--- src/rtl/spi_pkg.sv ---
// Shared SPI definitions: opcodes, bus widths and the master state encoding.
// State codes follow a gray sequence along the normal transaction path.
package spi_pkg;

    localparam int CMD_W  = 10;
    localparam int DATA_W = 8;

    localparam logic [1:0] OP_WR_ADDR = 2'b00;
    localparam logic [1:0] OP_WR_DATA = 2'b01;
    localparam logic [1:0] OP_RD_ADDR = 2'b10;
    localparam logic [1:0] OP_RD_DATA = 2'b11;

    typedef enum logic [2:0] {
        IDLE      = 3'b000,
        START     = 3'b001,
        SHIFT_OUT = 3'b011,
        WAIT_RD   = 3'b010,
        SHIFT_IN  = 3'b110,
        GAP       = 3'b111
    } state_t;

    function automatic logic [1:0] cmd_op(input logic [CMD_W-1:0] cmd);
        return cmd[CMD_W-1 -: 2];
    endfunction

endpackage

--- src/rtl/spi_master.sv ---
// Single-clock SPI master: one 10-bit command per SS_n-low window, MSB first on MOSI;
// read-data commands capture 8 MISO bits RD_LAT cycles after the last command bit.
// Commands are accepted only in IDLE (cmd_ready); cmd_valid at any other time is dropped.
module spi_master
    import spi_pkg::*;
#(
    parameter int unsigned RD_LAT   = 4,
    parameter int unsigned IDLE_GAP = 1
) (
    input  logic              CLK,
    input  logic              rst,
    input  logic              cmd_valid,
    output logic              cmd_ready,
    input  logic [CMD_W-1:0]  cmd_data,
    output logic              rsp_valid,
    output logic [DATA_W-1:0] rsp_data,
    output logic              SS_n,
    output logic              MOSI,
    input  logic              MISO
);

    localparam logic [3:0] WAIT_LAST = 4'(RD_LAT - 2);
    localparam logic [3:0] GAP_LAST  = 4'(IDLE_GAP - 1);
    localparam logic [3:0] OUT_LAST  = 4'(CMD_W - 1);
    localparam logic [3:0] IN_LAST   = 4'(DATA_W - 1);
    localparam bit         SKIP_WAIT = (RD_LAT == 1);

    state_t             state, state_nxt;
    logic [3:0]         cnt, cnt_nxt;
    logic [CMD_W-1:0]   sr, sr_nxt;
    logic [DATA_W-1:0]  rx, rx_nxt;
    logic [1:0]         op_q, op_nxt;
    logic [DATA_W-1:0]  rsp_data_nxt;
    logic               rsp_valid_nxt;
    logic               mosi_nxt;

    always_comb begin
        state_nxt     = state;
        cnt_nxt       = cnt;
        sr_nxt        = sr;
        rx_nxt        = rx;
        op_nxt        = op_q;
        rsp_data_nxt  = rsp_data;
        rsp_valid_nxt = 1'b0;
        mosi_nxt      = 1'b0;

        unique case (state)
            IDLE: begin
                if (cmd_valid && cmd_ready) begin
                    sr_nxt    = cmd_data;
                    op_nxt    = cmd_op(cmd_data);
                    cnt_nxt   = 4'd0;
                    mosi_nxt  = cmd_data[CMD_W-1];
                    state_nxt = START;
                end
            end
            START: begin
                // MOSI for the next cycle is taken before the shift, so C1 carries bit 9.
                mosi_nxt  = sr[CMD_W-1];
                sr_nxt    = {sr[CMD_W-2:0], 1'b0};
                cnt_nxt   = 4'd0;
                state_nxt = SHIFT_OUT;
            end
            SHIFT_OUT: begin
                if (cnt == OUT_LAST) begin
                    cnt_nxt = 4'd0;
                    if (op_q == OP_RD_DATA) begin
                        state_nxt = SKIP_WAIT ? SHIFT_IN : WAIT_RD;
                    end else begin
                        state_nxt = GAP;
                    end
                end else begin
                    mosi_nxt = sr[CMD_W-1];
                    sr_nxt   = {sr[CMD_W-2:0], 1'b0};
                    cnt_nxt  = cnt + 4'd1;
                end
            end
            WAIT_RD: begin
                if (cnt == WAIT_LAST) begin
                    cnt_nxt   = 4'd0;
                    state_nxt = SHIFT_IN;
                end else begin
                    cnt_nxt = cnt + 4'd1;
                end
            end
            SHIFT_IN: begin
                rx_nxt = {rx[DATA_W-2:0], MISO};
                if (cnt == IN_LAST) begin
                    rsp_data_nxt  = {rx[DATA_W-2:0], MISO};
                    rsp_valid_nxt = 1'b1;
                    cnt_nxt       = 4'd0;
                    state_nxt     = GAP;
                end else begin
                    cnt_nxt = cnt + 4'd1;
                end
            end
            GAP: begin
                if (cnt == GAP_LAST) begin
                    cnt_nxt   = 4'd0;
                    state_nxt = IDLE;
                end else begin
                    cnt_nxt = cnt + 4'd1;
                end
            end
            default: begin
                cnt_nxt   = 4'd0;
                state_nxt = IDLE;
            end
        endcase
    end

    // Outputs are registered from the next state so they line up with the state they describe.
    always_ff @(posedge CLK or posedge rst) begin
        if (rst) begin
            state     <= IDLE;
            cnt       <= 4'd0;
            sr        <= '0;
            rx        <= '0;
            op_q      <= 2'b00;
            rsp_data  <= '0;
            rsp_valid <= 1'b0;
            cmd_ready <= 1'b0;
            SS_n      <= 1'b1;
            MOSI      <= 1'b0;
        end else begin
            state     <= state_nxt;
            cnt       <= cnt_nxt;
            sr        <= sr_nxt;
            rx        <= rx_nxt;
            op_q      <= op_nxt;
            rsp_data  <= rsp_data_nxt;
            rsp_valid <= rsp_valid_nxt;
            cmd_ready <= (state_nxt == IDLE);
            SS_n      <= (state_nxt == IDLE) || (state_nxt == GAP);
            MOSI      <= mosi_nxt;
        end
    end

endmodule

--- config.mk ---
export PLATFORM = sky130hd
export DESIGN_NAME = spi_master
export DESIGN_NICKNAME = d
export VERILOG_FILES = /design/src/rtl/spi_pkg.sv /design/src/rtl/spi_master.sv
export SDC_FILE = /design/constraint.sdc
export NUM_CORES = 1
export LEC_CHECK = 0
export CORE_MARGIN = 10
export CORE_UTILIZATION = 29
export CTS_CLUSTER_SIZE = 28
export DETAILED_ROUTE_END_ITERATION = 8
export PLACE_DENSITY = 0.44
export SYNTH_ARGS = -nofsm -noshare
export SYNTH_HDL_FRONTEND = slang
export SYNTH_SLANG_ARGS = --single-unit
--- constraint.sdc ---
create_clock -name CLK -period 3.4 [get_ports CLK]
set_clock_uncertainty 0.05 [all_clocks]
set_input_delay 0.51 -clock CLK [delete_from_list [all_inputs] [get_ports CLK]]
set_output_delay 0.51 -clock CLK [all_outputs]
set_load 0.01 [all_outputs]
==> results of run 1 <==
==> registers in the layout, summed over array words and instances, names as in the netlist <==
| signal | cells |
|---|---|
| rx | 7 |
| MOSI | 1 |
| sr | 10 |
| rsp_valid | 1 |
| cnt | 4 |
| rsp_data | 8 |
| cmd_ready | 1 |
| state | 3 |
| op_q | 2 |
| SS_n | 1 |
==> metrics by stage <==
| stage | util | setup WS [ns] | instance area [um^2] |
|---|---|---|---|
| after global routing | 0.368 | 0.900 | 2190 |
| after CTS | 0.368 | 1.04 | 2190 |
| after detailed placement | 0.355 | 0.741 | 2110 |
| final | 0.368 | 1.06 | 2190 |
| after floorplan | - | 1.35 | 1790 |
| after global placement | 0.355 | 0.737 | 2110 |
==> routing by layer <==
layer,global-route usage,vias to the layer above
li1,-,604
met2,0.123,24
met5,0,-
met1,0.0946,590
met3,0.0349,5
met4,0.0364,0
==> cells by family (layout without fill, tap and decap cells) <==
kind of cell,after synthesis,in the layout,synth area share
simple gates,59,59,0.160
flops,38,38,0.531
mux,28,28,0.175
compound gates,18,18,0.0767
buf+inv,13,39,0.0300
fa+ha+maj,4,4,0.0279
==> worst max-delay path, stage by stage <==
cell	delay (ns)
clkdlybuf4s50_1	0.48
a2111oi_2	0.63
a211o_1	0.46
mux2_2	0.39
==> cell type report <==
| class | instances | area [um^2] |
|---|---|---|
| Clock buffer | 7 | 76.3 |
| Fill cell | 601 | 3760 |
| Inverter | 6 | 22.5 |
| Multi-Input combinational cell | 109 | 788 |
| Sequential cell | 38 | 952 |
| Tap cell | 75 | 93.8 |
| Timing Repair Buffer | 26 | 258 |
==> final timing paths <==
kind | from | end | slack, ns | cells after the start
setup / recovery | cmd_valid | sr[4] | 1.06 | 4
hold / removal | rx[6] | rx[6] | 0.45 | 1
setup reg to reg | cnt[0] | cnt[3] | 1.08 | 6
hold reg to reg | rx[6] | rx[6] | 0.45 | 1
max in group asynchronous | rst | SS_n | 2.35 | 3
min in group asynchronous | rst | rsp_data[1] | 0.59 | 3
==> Yosys cell counts, types with 2 or more instances <==
library cell  count  share of area
dfrtp_1          37           0.52
inv_1             6          0.013
a21oi_1           4          0.011
ha_1              4          0.028
o21ai_0           2         0.0056
nand3_1           3         0.0084
nor2_1            3         0.0063
mux2_2           27           0.17
nand2b_1          4          0.014
buf_2             4          0.011
clkbuf_1          3         0.0063
nand2_1          35          0.073
nand3b_1          3          0.013
or3b_1            2         0.0098
a211o_1           2         0.0098
==> cells in the final DEF, fill, tap and decap left out, types with 2 or more instances in the layout <==
cell type and instances:
ha_1 4, a21oi_1 4, clkdlybuf4s50_1 25, dfrtp_1 37
inv_1 6, nand3b_1 3, a211o_1 2, nand2b_1 4
nand2_1 35, clkbuf_8 5, or3b_1 2, nor2_1 3
nand3_1 3, mux2_2 27, o21ai_0 2, clkbuf_1 2
==> where the power goes <==
group | leakage, nW | total [mW] | switching (mW) | internal (mW)
Sequential | 0.481 | 0.785 | 0.147 | 0.638
Combinational | 0.496 | 0.696 | 0.316 | 0.380
Clock | 0.0383 | 0.289 | 0.148 | 0.141
==> impl_results.md, run 1 <==
- Status: completed
- I/O Pins: 26
- Maximum buffer depth of the clock tree: 2
- Drt pass-1 iters: 4
- Final Critical Period: 2.34 ns
- Total CTS buffers: 5
- DR WL/cell: 14.0 um
- Critical Path RT: 3.52 ns
- Final period util: 0.689
- Antenna violations before repair: 0
- CTS Hold Bufs: 0
- Share of layout cells above drive strength 1: 0.194
- Total power: ~1.8 mW
- Iteration-0 DRC count of the detailed router: 89
- Hpwl dp: 2600 um
- Synthesized cell area: ~0.0018 mm^2
- Static Leak: 1.02 nW
- Clk slew on worst S/H paths: 0.07 ns
- Die area: 0.00973 mm^2
- Num rows: 28
- Met1 WL: approximately 1700 um
- Final Hold Viols: 0
- Final WL: 3650 um
- Core area: 0.00596 mm^2
- Slew Limit Fails: 0
- Peak supply drop: 0.279 mV
- Die Ht: around 99 um
- H-tree Lvls: 2
- Distinct cells, synth: 36
- Setup crit end kind: flip-flop
- CTS Sinks: 38
- Area Overhead vs Synth: 22.1%
- First-pass GRT wire length: 6370 um
- Routed wire length on met3: 205 um
- Fin nets: 204
- Yosys reg bits: 38
- Least-Margin Pin Slew: 0.772 ns
- Mapped Nets: 178
- Asr flop ratio synth: 1.00
- Drc violations: 0
- Worst path arrival time: 2.46 ns
- CTS resizes: 0
- Grt ovf: 0
- Max_cap viols: 0
- Layout Cells excl Fill: between 200 and 300
- Final setup violation count: 0
- Power per cell area: a little over 800 mW/mm^2
- Vias post-DR: 1223
- Crit Path Class: input port to flip-flop
- Clk root buf: clkbuf_8
- Gate Count Post-Synth: 160
- Diode count: 0
- Worst hold path type: flip-flop to flip-flop
- DR WL met2: approximately 1700 um
- Syn_area_per_cell: 11.2 um^2
- Fmax: 427 MHz
- RSZ-0062 raised after global routing: false
- Port bufs: 25
- Synth warn: 0
- GPL Wtd Cong: 0.689
- Detail Route Antenna Nets: 0
- Vias in the first global route: 1314
- Relative slew slack: 0.484
- Critical Path Fanout Max: 10
- GRT Util Overall: 0.0802
- Die extent in x: a little under 100 um
- Type of origin of the critical path: input port
- Post-CTS Setup Bufs: 0
- Top FF cell, synth: dfrtp_1
- Initial Util: 0.301
- Largest net degree at the start of global routing: 39
- Fin Setup TNS: 0 ns
- Number of flops mapped to enable cells by yosys: 0
- Highest metal used: met4
- Placed Cells: 254
- Clk Latency, worst-skew pair: 0.28 ns
- Min Hold Slack: roughly 0.45 ns
- Via density: 4.69
- CTS tree: done
- Sequential-to-total area share from yosys stat: 0.531
No activity file was read; power rests on OpenSTA's default activity.
==> inputs of run 2 (changes only) <==
Clock period 3.4 ns to 2.2 ns, I/O delays scaled along.
==> run 2 against run 1 <==
  * Die area unchanged
  * Final area increased by 7.1%
  * Non-clock buffer count is 12 higher
  * Count of clock-buffer cells in the layout shrank 2
  * Sequential power grew 53%
  * Flip-flop and latch count is the same
  * First-iteration DRC count decreased by 18%
  * Total power is 79% higher
  * Final cell count grew 5.0%
==> impl_results.md, run 2 (synthesis results as in run 1) <==
- Status: completed (unchanged)
- Final Cell Area: 0.00235 mm^2 (was 0.00219 mm^2)
- Worst hold path type: input port to asynchronous set/reset pin (was flip-flop to flip-flop)
- Final setup violation count: 0 (unchanged)
- Layer with the highest usage: met2 (unchanged)
- Share of layout cells above drive strength 1: 0.271 (was 0.194)
- Largest net degree at the start of global routing: 39 (unchanged)
- Via density: 4.72 (was 4.69)
- Antenna violations before repair: 0 (unchanged)
- Largest stage delay on the critical path: 0.43 ns (was 0.63 ns)
- Vias post-DR: 1293 (was 1223)
- Port bufs: 25 (unchanged)
- Global routing usage on met2: 0.135 (was 0.123)
- CTS Sinks: 38 (unchanged)
- Cell chain of the critical path: inv_1 > ha_1 > or3b_1 > a222oi_1 > buf_4 > a211oi_1 > a211o_1 (was clkdlybuf4s50_1 > a2111oi_2 > a211o_1 > mux2_2)
- Pre-CTS WS: 0.0782 ns (was 0.741 ns)
- Multi-input gate area: 791 um^2 (was 788 um^2)
- Fin nets: 216 (was 204)
- Setup crit end kind: flip-flop (unchanged)
- Largest Register: sr (unchanged)
- First-pass GRT wire length: 6670 um (was 6370 um)
- Peak supply drop: 0.492 mV (was 0.279 mV)
- Core area: 0.00596 mm^2 (unchanged)
- Max_cap viols: 0 (unchanged)
- Crit Path Class: flip-flop to flip-flop (was input port to flip-flop)
- Die extent in x: 98.7 um (unchanged)
- Final WL: 3990 um (was 3650 um)
- GR Util met1: 0.0961 (was 0.0946)
- Hpwl dp: 2880 um (was 2600 um)
- Slowest cell on crit path: dfrtp_2 (was a2111oi_2)
- Drc violations: 0 (unchanged)
- I/O Pins: 26 (unchanged)
- Fmax: between 400 and 500 MHz
- Total power: 3.17 mW (was 1.77 mW)
- CP Buf/Inv Count: 2 (was 1)
- Least-Margin Pin Slew: 0.501 ns (was 0.772 ns)
- GRT Util Overall: 0.0833 (was 0.0802)
- Critical Path RT: 2.33 ns (was 3.52 ns)
- Maximum buffer depth of the clock tree: 2 (unchanged)
- Drt pass-1 iters: 4 (unchanged)
- Grt ovf: 0 (unchanged)
- FF-to-FF Start: cnt[1] (was cnt[0])
- Fin Setup TNS: 0 ns (unchanged)
- CTS tree: done (unchanged)
- Depth of the worst register-to-register path: 7 (was 6)
- Slew Limit Fails: 0 (unchanged)
- Power per cell area: 1350 mW/mm^2 (was 808 mW/mm^2)
- Critical Path Fanout Max: 4 (was 10)
- Final period util: 0.954
- Number of flip-flops in the largest register: 10 (unchanged)
- Initial Util: 0.301 (unchanged)
- Iteration-0 DRC count of the detailed router: 73 (was 89)
- Commonest non-fill, non-tap cell in the layout: dfrtp_1 (unchanged)
- Final Critical Period: between 2 and 2.5 ns
- Num rows: 28 (unchanged)
- RSZ-0062 raised after global routing: false (unchanged)
- Most frequent cells in the layout: 36 x dfrtp_1, 35 x nand2_1, 27 x mux2_2, 25 x clkdlybuf4s50_1, 13 x buf_4 (was 37 x dfrtp_1, 35 x nand2_1, 27 x mux2_2, 25 x clkdlybuf4s50_1, 6 x inv_1)
- Vias in the first global route: 1376 (was 1314)
- DP Area: 0.00219 mm^2 (was 0.00211 mm^2)
- Total CTS buffers: 5 (unchanged)
- GPL Wtd Cong: 0.754 (was 0.689)
- Static Leak: 1.10 nW (was 1.02 nW)
- Die Ht: 98.7 um (unchanged)
- Final Hold Viols: 0 (unchanged)
- Diode count: 0 (unchanged)
- Clk root buf: clkbuf_8 (unchanged)
- Relative slew slack: 0.666 (was 0.484)
- Type of origin of the critical path: flip-flop (was input port)
- Critical path's top delay family: compound AO/OA/AOI/OAI gates (unchanged)
- Filler Cells Inserted: 574 (was 601)
- Flip-flop and latch area: 953 um^2 (was 952 um^2)
- Clk slew on worst S/H paths: 0.08 ns (was 0.07 ns)
- Worst path arrival time: 2.23 ns (was 2.46 ns)
- Final setup margin: 0.100 ns (was 1.06 ns)
- Reg-to-reg slack, setup: 0.10 ns (was 1.08 ns)
- Area Overhead vs Synth: 30.8% (was 22.1%)
- Clk Latency, worst-skew pair: 0.29 ns (was 0.28 ns)
- Die area: 0.00973 mm^2 (unchanged)
- Detail Route Antenna Nets: 0 (unchanged)
- R2R Path End: cnt[3] (unchanged)
- Met3 Use GR: 0.0356 (was 0.0349)
- DR WL/cell: 14.6 um (was 14.0 um)
- Largest regs: sr: 10 flops, rsp_data: 8 flops, rx: 7 flops (unchanged)
- H-tree Lvls: 2 (unchanged)
[run 2: final cells by class]
cell class                 count  area share
clock buffer                   5      0.0293
tap                           75      0.0400
inverter                       6     0.00960
multi-input combinational    109       0.337
sequential                    38       0.406
timing repair buffer          38       0.148
clock inverter                 3      0.0293
[run 2: per-stage QoR]
stage / hold slack [ns] / cells / util
floorplan: 0.385 / 160 / -
global placement: 0.437 / 264 / 0.368
detailed placement: 0.442 / 264 / 0.368
CTS: 0.414 / 272 / 0.391
global route: 0.447 / 274 / 0.394
finish: 0.397 / 274 / 0.394
[run 2: how the worst max path moves through the flow]
stage	start	to	slack, ns	cells past startpoint
2_1_floorplan	cnt[0]	cnt[3]	0.15	6
3_3_place_gp	cnt[0]	cnt[3]	0.11	7
3_5_place_dp	cmd_valid	sr[9]	0.08	5
4_1_cts	cnt[0]	cnt[3]	0.09	7
5_1_grt	cnt[1]	cnt[3]	0.01	7
6_report	cnt[1]	cnt[3]	0.10	7
[run 2: routing by layer]
metal	vias to the layer above	share of wire
li1	629	-
met5	-	0
met4	0	0.012
met2	26	0.49
met1	632	0.44
met3	6	0.057
[run 2: tightest hold or removal path: stages]
cell and delay, ns:
clkdlybuf4s50_1 0.39, inv_1 0.05, buf_4 0.42
[run 2: where the power goes]
| group | internal, mW | total, mW | switching (mW) |
|---|---|---|---|
| Combinational | 0.700 | 1.25 | 0.553 |
| Clock | 0.454 | 0.716 | 0.262 |
| Sequential | 0.988 | 1.20 | 0.216 |
| Total | 2.14 | 3.17 | 1.03 |
[run 2: repair_timing]
action | in CTS | in global routing
hold buffers | 0 | 0
setup endpoints to repair | 0 | 1
hold endpoints to repair | 0 | 0
buffers inserted | 0 | 2
gates resized for setup | 0 | 3
